## config.mk

```make
export PLATFORM = sky130hd
export DESIGN_NAME = mem_line_arbiter
export DESIGN_NICKNAME = d
export VERILOG_FILES = /design/src/rtl/mem_line_arbiter.sv
export SDC_FILE = /design/constraint.sdc
export NUM_CORES = 1
export LEC_CHECK = 0
export CORE_MARGIN = 8
export CORE_UTILIZATION = 34
export CTS_CLUSTER_SIZE = 16
export DETAILED_ROUTE_END_ITERATION = 8
export PLACE_DENSITY = 0.86
export RECOVER_POWER = 50
export REMOVE_ABC_BUFFERS = 1
export SYNTH_ARGS = -nofsm -noshare
export SYNTH_HDL_FRONTEND = slang
export SYNTH_SLANG_ARGS = --single-unit
```

## constraint.sdc

```tcl
create_clock -name clk -period 2.6 [get_ports clk]
set_input_delay 0.78 -clock clk [delete_from_list [all_inputs] [get_ports clk]]
set_output_delay 0.78 -clock clk [all_outputs]
set_load 0.02 [all_outputs]
```

## src/rtl/mem_line_arbiter.sv

```systemverilog
// Two-port round-robin arbiter that turns each granted request into a
// BURST-word cache-line transfer against main_memory (falling-edge memory).
module mem_line_arbiter #(
    parameter int AWIDTH = 9,
    parameter int DWIDTH = 32,
    parameter int BURST  = 4
) (
    input  logic              clk,
    input  logic              reset,
    input  logic              req0_valid,
    input  logic              req0_we,
    input  logic [AWIDTH-1:0] req0_addr,
    input  logic [DWIDTH-1:0] req0_wdata,
    output logic              req0_wack,
    output logic [DWIDTH-1:0] req0_rdata,
    output logic              req0_rvalid,
    output logic              req0_done,
    input  logic              req1_valid,
    input  logic              req1_we,
    input  logic [AWIDTH-1:0] req1_addr,
    input  logic [DWIDTH-1:0] req1_wdata,
    output logic              req1_wack,
    output logic [DWIDTH-1:0] req1_rdata,
    output logic              req1_rvalid,
    output logic              req1_done,
    output logic              rd_mem,
    output logic              wr_mem,
    output logic [AWIDTH-1:0] addr_mem,
    output logic [DWIDTH-1:0] mem_wdata,
    input  logic [DWIDTH-1:0] mem_rdata,
    output logic              busy
);
    localparam int                BW        = (BURST > 1) ? $clog2(BURST) : 1;
    localparam logic [AWIDTH-1:0] BEAT_MASK = AWIDTH'(BURST - 1);
    localparam logic [BW-1:0]     LAST_BEAT = BW'(BURST - 1);

    typedef enum logic [1:0] {S_IDLE, S_XFER, S_FIN} state_t;

    state_t              r_state;
    state_t              w_next;
    logic                r_last;
    logic                r_id;
    logic                r_we;
    logic [BW-1:0]       r_beat;
    logic [AWIDTH-1:0]   r_line;
    logic                r_rvalid;
    logic [DWIDTH-1:0]   r_rdata;
    logic                w_any;
    logic                w_win;

    assign w_any = req0_valid | req1_valid;
    // On contention the port that did not win last time is served.
    assign w_win = (req0_valid & req1_valid) ? ~r_last : req1_valid;

    always_ff @(posedge clk or posedge reset) begin
        if (reset) r_state <= S_IDLE;
        else       r_state <= w_next;
    end

    always_comb begin
        w_next      = r_state;
        rd_mem      = 1'b0;
        wr_mem      = 1'b0;
        addr_mem    = '0;
        mem_wdata   = '0;
        req0_wack   = 1'b0;
        req1_wack   = 1'b0;
        req0_done   = 1'b0;
        req1_done   = 1'b0;
        busy        = (r_state != S_IDLE);
        req0_rvalid = r_rvalid & ~r_id;
        req1_rvalid = r_rvalid &  r_id;
        req0_rdata  = r_rdata;
        req1_rdata  = r_rdata;
        case (r_state)
            S_IDLE: if (w_any) w_next = S_XFER;
            S_XFER: begin
                if (r_beat == LAST_BEAT) w_next = S_FIN;
                // Beat field wraps inside the line; never carries into the line address.
                addr_mem = (r_line & ~BEAT_MASK) | (AWIDTH'(r_beat) & BEAT_MASK);
                if (r_we) begin
                    wr_mem    = 1'b1;
                    mem_wdata = r_id ? req1_wdata : req0_wdata;
                    req0_wack = ~r_id;
                    req1_wack =  r_id;
                end else begin
                    rd_mem = 1'b1;
                end
            end
            S_FIN: begin
                w_next    = S_IDLE;
                req0_done = ~r_id;
                req1_done =  r_id;
            end
            default: w_next = S_IDLE;
        endcase
    end

    always_ff @(posedge clk or posedge reset) begin
        if (reset) begin
            r_last   <= 1'b1;
            r_id     <= 1'b0;
            r_we     <= 1'b0;
            r_beat   <= '0;
            r_rvalid <= 1'b0;
            r_rdata  <= '0;
        end else begin
            // Memory presents read data after the falling edge of the read beat.
            r_rvalid <= rd_mem;
            if (rd_mem) r_rdata <= mem_rdata;
            case (r_state)
                S_IDLE: begin
                    r_beat <= '0;
                    if (w_any) begin
                        r_id <= w_win;
                        r_we <= w_win ? req1_we : req0_we;
                    end
                end
                S_XFER:  r_beat <= r_beat + BW'(1);
                S_FIN:   r_last <= r_id;
                default: r_beat <= '0;
            endcase
        end
    end

    always_ff @(posedge clk) begin
        if (r_state == S_IDLE && w_any) r_line <= w_win ? req1_addr : req0_addr;
    end
endmodule
```

# [Word level (Yosys, flattened, before mapping)]
# Index checks and enable logic that the tools add are counted.
[word_totals] wordCells=47 reg_bits=49 out_inout_bits=114 inputBits=120
[op_classes] n_reduce_logical=5 eq_ne=5 n_mux=21 add_sub_neg=1 bitwise=7
[ops] op="two-way mux 32 bit" count=3
[ops] op="two-way mux 9 bit" count=2
[ops] op="two-way mux 1 bit" count=12
[ops] op="OR 9 x 2 -> 9 bit" count=1
[ops] op="case mux 2 bit (2 select lines)" count=2
[ops] op="== test 2 bit, second input constant" count=2
[ops] op="two-way mux 2 bit" count=2
[ops] op="inequality test 2 bit, second input constant" count=2
[ops] op="AND reduction 2 bit" count=2
[ops] op="bitwise AND 1 bit" count=3
[ops] op="adder 2 x 1 -> 2 bit, second input constant" count=1
[ops] op="== test 2 x 1 -> 1 bit, second input constant" count=1
[ops] op="zero test 2 bit" count=1
[ops] op="inverter 1 bit" count=2
[ops] op="nonzero test 2 bit" count=1
[ops] op="logical AND 1 bit" count=1
[ops] op="OR 1 bit" count=1

# [Longest topological paths before layout]
# Gate-level depths: netlist of the first run.
[logic_depth] depth_word=3 mapped_depth=5 depth_no_buf=3

# [Worst setup path before layout of the first run]
# No wires, ideal clock.
[synth_path] path_type="register to output" startpoint="register r_state[1]" endpoint="output mem_wdata[10]" path_stages_with_launch=5 arrival_time_ns=1.354 required_time_ns=1.820 path_buffers=1 path_slack_ns=0.466 cell_sequence="dfrtp_1 -> nand2b_4 -> nor3b_4 -> buf_6 -> a22o_1"
[synth_between] elab_chain_cells=2
[synth_rtl] element="from (decl)" line="39" rtl="state_t r_state;"
[synth_rtl] element="from (signal assigned)" line="57" rtl="else r_state <= w_next;"
[synth_rtl] element="== test 2 x 1 -> 1 bit" line="75" rtl="case (r_state)"
[synth_rtl] element="two-way mux 32 bit" line="75"
[synth_rtl] element="to (decl)" line="29" rtl="output logic [DWIDTH-1:0] mem_wdata,"
# Every way passes these cells.

# [Worst setup path after layout of the first run]
[layout_path] startpoint="register r_state[1]" endpoint="output mem_wdata[18]"
# Same word-level chain as after synthesis.

==> results.toml, run 1 <==
[setup_path]
crit_chain = "nand2b_4 -> nor3b_4 -> buf_4 -> clkbuf_16 -> a22o_1 -> clkbuf_2"
crit_arrival_ns = 1.74
slowest_stage = "dfrtp_1"
worst_setup_path_start_kind = "flop"
worst_setup_path_end_kind = "output port"
critPathLaunch = "r_state[1]$_DFFE_PP0P_"
worst-path-buf-inv = 3
regToRegSetupSlack_ns = 0.56
r2r_end = "req0_rdata[18]$_DFFE_PP0P_"
cp_top_family = "buffers and inverters"
cp_max_fo = 16
worstSetupPathType = "reg -> out"
reg2reg_from = "r_state[1]$_DFFE_PP0P_"
cp.required_ns = 1.82
reg2regPathDepth = 5
critPathMaxStageDelay_ns = 0.42

[floorplan]
coreArea_sq_mm = 0.00769
rows = 32
initial_core_util_pct = 34.8
fp.dieH_microns = 105
dieArea_sq_mm = 0.0110
io_pins = 234
fp.dieW_microns = 105

[synthesis]
yosys.area.top_type_share_pct = 36.4
netlist_top_cells_area = "dfrtp_1 36%, mux2_4 16%, a22o_1 11%, buf_4 9.0%, edfxtp_1 7.8%"
synth_cells = 199
ys_seq_area_share_pct = 45.3
synth_cell_types = 23
synth_seq_cells = 47
synth_area_sq_mm = 0.00268
yosysWarningCount = 0
yosys.area.top_type = "dfrtp_1"
syn_area_per_cell_sq_um = 13.5

[sta]
hold_viol = 0
slew_headroom_pct = 45.6
fmax_ghz = 0.396
hold_slack_ns = 0.516
slew_viol_final = 0
period_share_pct = 97.0
finClkSkew_ns = 0.00649
finalCriticalPeriod_ns = 2.52
setup_viol = 0
postLayoutSetupSlackWorst_ns = 0.0777
tightest_slew_ns = 0.815

[power_and_ir_drop]
swShare_pct = 44.0
p_per_area_mw_per_mm2 = 1250
leakage_nw = 2.10
vdd_drop_max_uv = 862
totalPowerFinal_w = 0.00588
power_frac_comb_pct = 69.5
seq_power_share_pct = 23.3
p_sw_w = 0.00259
p_clk_share_pct = 7.2
p_int_w = 0.00330

[routing]
drtIter0Drc = 54
wl_per_cell_microns = 19.1
vias = 2357
via_per_inst = 4.63
drtAntennaViolNets = 0
routed_wl_microns = 9720
drt_pass1_iterations = 4
drc = 0

[clocking]
clk_latency_ns = 0.29
htree_num_levels = 2
cts_hold_buf = 0
clock-root-buffer = "clkbuf_8"
numCtsBuffers = 5
cts_tree = "built"
clk_path_buf_depth = 2
clkTransAtPathRegs_ns = 0.09
clock-sinks = 47

[hold_path]
hp-start = "req0_rdata[6]$_DFFE_PP0P_"
hold_end = "req0_rdata[6]$_DFFE_PP0P_"
hold_depth = 1
hold_class = "reg -> reg"

[global_route]
grt_use_total_pct = 16.5
grt-ovfl-total = 0
grt_antenna_before_repair = 0
grt_pass1_wl_microns = 14700
first_global_vias = 2701
grt_max_degree = 34

[placement]
portBuffers = 229
dp.cells = 499
hpwlAfterDp_microns = 8130
place.gp.congestion = 0.732
dp_slack_ns = -0.205

[layout]
antenna_cells = 0
final_common_cell = "clkdlybuf4s50_1"
most-common-layout-cells = "178 x clkdlybuf4s50_1, 39 x dfrtp_1, 34 x a22o_1"
num-fill-cells = 673
drive_gt1_share_pct = 16.5
instances_no_fill = 509
syn2layout_area_growth_pct = 75.4
nets = 527

[outcome]
status = "finished, final reports clean"

[flow_run]
maxCapViolCount = 0
==> logic make-up after synthesis <==
logic type / after synthesis / synth area share, %
AOI/OAI and AO/OA: 38 / 12.1
adders and majority gates: 1 / 0.467
buffers and inverters: 46 / 13.7
DFF: 47 / 45.3
muxes: 42 / 21.7
and+or+nand+nor: 25 / 6.73
==> metal layers <==
layer / track usage, % / up-vias / wire length [microns] / share of wire [%]
met1: 16.1 / 1115 / 3590 / 37
met5: 0 / - / 0 / 0
met2: 31.7 / 139 / 5200 / 53
li1: - / 1093 / - / -
met4: 3.57 / 0 / 121 / 1.2
met3: 6.70 / 10 / 813 / 8.4
==> repair_timing <==
item                       CTS  global route
cloned                       0             1
setup buffers                0             1
resized for setup           56            64
hold endpoints to repair     0             0
setup endpoints to repair   39            40
==> layout make-up <==
class / count / area (sq um) / area share, %
clock buffer: 6 / 72.6 / 1.54
clock inverter: 2 / 11.3 / 0.240
inverter: 3 / 11.3 / 0.240
multi-input combinational: 106 / 978 / 20.8
sequential: 47 / 1210 / 25.8
tap: 102 / 128 / 2.72
timing repair buffer: 243 / 2280 / 48.6
==> worst max path at each step <==
stage                                to  slack (ns)  cells past startpoint
after CTS                 mem_wdata[27]       0.002                      5
after floorplan            mem_wdata[0]       -0.01                      3
after global routing      mem_wdata[14]       -0.01                      6
after global placement    mem_wdata[16]       -0.20                      3
after detailed placement  mem_wdata[16]       -0.21                      3
final                     mem_wdata[18]        0.08                      6
==> per-stage QoR <==
| stage | util, % | instance area (sq um) | TNS, ns |
|---|---|---|---|
| after floorplan | - | 2320 | -0.465 |
| after global placement | 63.3 | 4870 | -4.91 |
| after detailed placement | 63.3 | 4870 | -5.29 |
| after CTS | 64.1 | 4930 | 0 |
| after global routing | 61.1 | 4700 | -0.140 |
| final | 61.1 | 4700 | 0 |
==> synthesized netlist by cell type <==
master	instances
o21ai_0	3
dfrtp_1	39
buf_4	32
nand2_1	2
nor2b_1	2
nand2b_4	1
a22o_1	34
edfxtp_1	7
a21boi_2	1
dfstp_2	1
and2_1	13
clkbuf_1	1
inv_1	3
nor2b_4	1
and3_1	1
nor3b_4	1
buf_6	10
mux2_2	13
nor2_1	2
ha_1	1
mux2_4	29
and2b_1	1
nor2_4	1
==> sequential cells by signal (all words and copies together) (netlist names) <==
| signal | cells |
|---|---|
| r_we | 1 |
| r_beat | 2 |
| req0_rdata | 32 |
| r_line | 7 |
| r_state | 2 |
| r_last | 1 |
| r_id | 1 |
| r_rvalid | 1 |
==> power groups by stage <==
| stage | Combinational, W | Clock (W) | Sequential, W |
|---|---|---|---|
| global placement | 0.00463 | 0 | 0.00139 |
| floorplan | 0.00173 | 0 | 0.00202 |
| global route | 0.00434 | 0.000468 | 0.00143 |
| detailed placement | 0.00469 | 0 | 0.00140 |
| CTS | 0.00454 | 0.000442 | 0.00140 |
| finish | 0.00409 | 0.000425 | 0.00137 |
Note: power is estimated with default switching activity, not from simulation.
==> run 2: changes to the inputs <==
--- a/config.mk
+++ b/config.mk
@@ -5,9 +5,10 @@
 export SDC_FILE = /design/constraint.sdc
 export NUM_CORES = 1
 export LEC_CHECK = 0
+export ABC_CLOCK_PERIOD_IN_PS = 2600
 export CORE_MARGIN = 8
 export CORE_UTILIZATION = 34
-export CTS_CLUSTER_SIZE = 16
+export CTS_CLUSTER_SIZE = 14
 export DETAILED_ROUTE_END_ITERATION = 8
 export PLACE_DENSITY = 0.86
 export RECOVER_POWER = 50
==> results of run 2 <==
Final layout, timing and power as in run 1 (identical DEF).
==> run 3: changes to the inputs <==
--- a/config.mk
+++ b/config.mk
@@ -5,11 +5,11 @@
 export SDC_FILE = /design/constraint.sdc
 export NUM_CORES = 1
 export LEC_CHECK = 0
-export ABC_CLOCK_PERIOD_IN_PS = 2600
 export CORE_MARGIN = 8
 export CORE_UTILIZATION = 34
 export CTS_CLUSTER_SIZE = 14
 export DETAILED_ROUTE_END_ITERATION = 8
+export GPL_TIMING_DRIVEN = 0
 export PLACE_DENSITY = 0.86
 export RECOVER_POWER = 50
 export REMOVE_ABC_BUFFERS = 1
==> results.toml, run 3 (same netlist as run 1, synthesis figures left out) <==
[routing]
drt_pass1_iterations = 3
vias = 2356
routed_wl_microns = 9980
drtAntennaViolNets = 0
drtIter0Drc = 41
wl_per_cell_microns = 19.8
via_per_inst = 4.67
drc = 0

[sta]
hold_viol = 0
slew_viol_final = 0
finalCriticalPeriod_ns = 2.51
slew_headroom_pct = 15.8
hold_slack_ns = 0.505
setup_viol = 0
tightest_slew_ns = 1.26
rsz0062_at_grt = "no"
period_share_pct = 96.7
fmax_ghz = 0.398
postLayoutSetupSlackWorst_ns = 0.0858
finClkSkew_ns = 0.00432

[setup_path]
worst_setup_path_start_kind = "flop"
reg2regPathDepth = 4
crit_chain = "buf_4 -> nor2b_4 -> and3_4 -> a22o_1 -> clkdlybuf4s15_2"
regToRegSetupSlack_ns = 0.38
critPathLaunch = "r_state[1]$_DFFE_PP0P_"
worst-path-buf-inv = 2
cp_top_family = "simple AND/OR/NAND/NOR gates"
crit_arrival_ns = 1.73
cp.required_ns = 1.82
r2r_end = "req0_rdata[6]$_DFFE_PP0P_"
reg2reg_from = "r_state[1]$_DFFE_PP0P_"
worst_setup_path_end_kind = "output port"
cp_max_fo = 17
slowest_stage = "dfrtp_2"
worstSetupPathType = "reg -> out"
critPathMaxStageDelay_ns = 0.43

[floorplan]
initial_core_util_pct = 34.8
fp.dieH_microns = 105
coreArea_sq_mm = 0.00769
rows = 32
io_pins = 234
dieArea_sq_mm = 0.0110
fp.dieW_microns = 105

[clocking]
htree_num_levels = 2
cts_hold_buf = 0
numCtsBuffers = 5
clkTransAtPathRegs_ns = 0.09
clk_path_buf_depth = 2
clock-root-buffer = "clkbuf_8"
clock-sinks = 47
cts_tree = "built"
clk_latency_ns = 0.29

[layout]
most-common-layout-cells = "148 x clkdlybuf4s50_1, 37 x dfrtp_1, 35 x dlygate4sd3_1"
drive_gt1_share_pct = 21.8
largest_reg_flops = 32
final_core_utilization_pct = 61.4
postLayoutCellArea_sq_mm = 0.00472
final_common_cell = "clkdlybuf4s50_1"
antenna_cells = 0
syn2layout_area_growth_pct = 76.3
nets = 523

[power_and_ir_drop]
totalPowerFinal_w = 0.00602
p_per_area_mw_per_mm2 = 1280
vdd_drop_max_uv = 907
leakage_nw = 2.06

[placement]
portBuffers = 229
dp_slack_ns = -0.790
hpwlAfterDp_microns = 7760
placed_cell_area_sq_mm = 0.00474
place.gp.congestion = 0.739

[flow_run]
maxCapViolCount = 0

[outcome]
status = "finished, final reports clean"

[hold_path]
hp-start = "req0_rdata[25]$_DFFE_PP0P_"
hold_class = "reg -> reg"
hold_depth = 1
hold_end = "req0_rdata[25]$_DFFE_PP0P_"

[global_route]
grt-ovfl-total = 0
grt_pass1_wl_microns = 15200
grt_use_total_pct = 17.3
grt_antenna_before_repair = 0
first_global_vias = 2795
grt_max_degree = 41
[run 3: changes by cell type in the layout (fill, tap and decap cells not counted), sizes merged]
cell           before  now
inv                 4    3
dlygate4sd2         7   14
nor3b               1    2
nor2                3    4
dlygate4sd3         4   35
and3                1    2
dlymetal6s2s        8    0
buf                17   13
clkdlybuf4s50     178  148
clkdlybuf4s15       1    2
clkbuf             34   31
[run 3: stage by stage]
stage	std cells	TNS, ns
6_report	505	0
5_1_grt	505	0
3_5_place_dp	487	-25.32
3_3_place_gp	487	-23.77
4_1_cts	504	0
2_1_floorplan	156	-0.465
[run 3: power breakdown]
| group | switching (W) | total, W | internal (W) |
|---|---|---|---|
| Clock | 0.000233 | 0.000422 | 0.000189 |
| Sequential | 0.000307 | 0.00142 | 0.00111 |
| Combinational | 0.00214 | 0.00418 | 0.00204 |
[run 3: what timing repair did]
action                     in CTS  in global routing
cloned                          3                  0
pin swaps                       3                  2
hold endpoints to repair        0                  0
setup buffers                   6                  1
setup endpoints to repair      47                 33
resized for setup              79                 46
[run 3: worst max path at each step]
| stage | endpoint | slack (ns) | depth (start not counted) |
|---|---|---|---|
| 3_5_place_dp | mem_wdata[16] | -0.79 | 4 |
| 4_1_cts | mem_wdata[23] | 0.006 | 5 |
| 3_3_place_gp | mem_wdata[16] | -0.74 | 4 |
| 5_1_grt | mem_wdata[22] | 0.002 | 5 |
| 2_1_floorplan | mem_wdata[0] | -0.01 | 3 |
| 6_report | mem_wdata[20] | 0.09 | 5 |
[run 3: cell type report]
type                            count  area [sq um]
Timing Repair Buffer              236          2180
Clock inverter                      1          5.00
Clock buffer                        7          76.3
Fill cell                         676          2970
Tap cell                          102           128
Sequential cell                    47          1210
Multi-Input combinational cell    109          1100
Inverter                            3          11.3
[run 3: layer usage]
metal | track usage (%) | routed length, microns | vias to the layer above | part of all wire [%]
met4 | 3.77 | 74 | 0 | 0.74
met1 | 16.6 | 3700 | 1130 | 37
met2 | 33.8 | 5380 | 126 | 54
met3 | 6.70 | 825 | 6 | 8.3
met5 | 0 | 0 | - | 0
li1 | - | - | 1094 | -
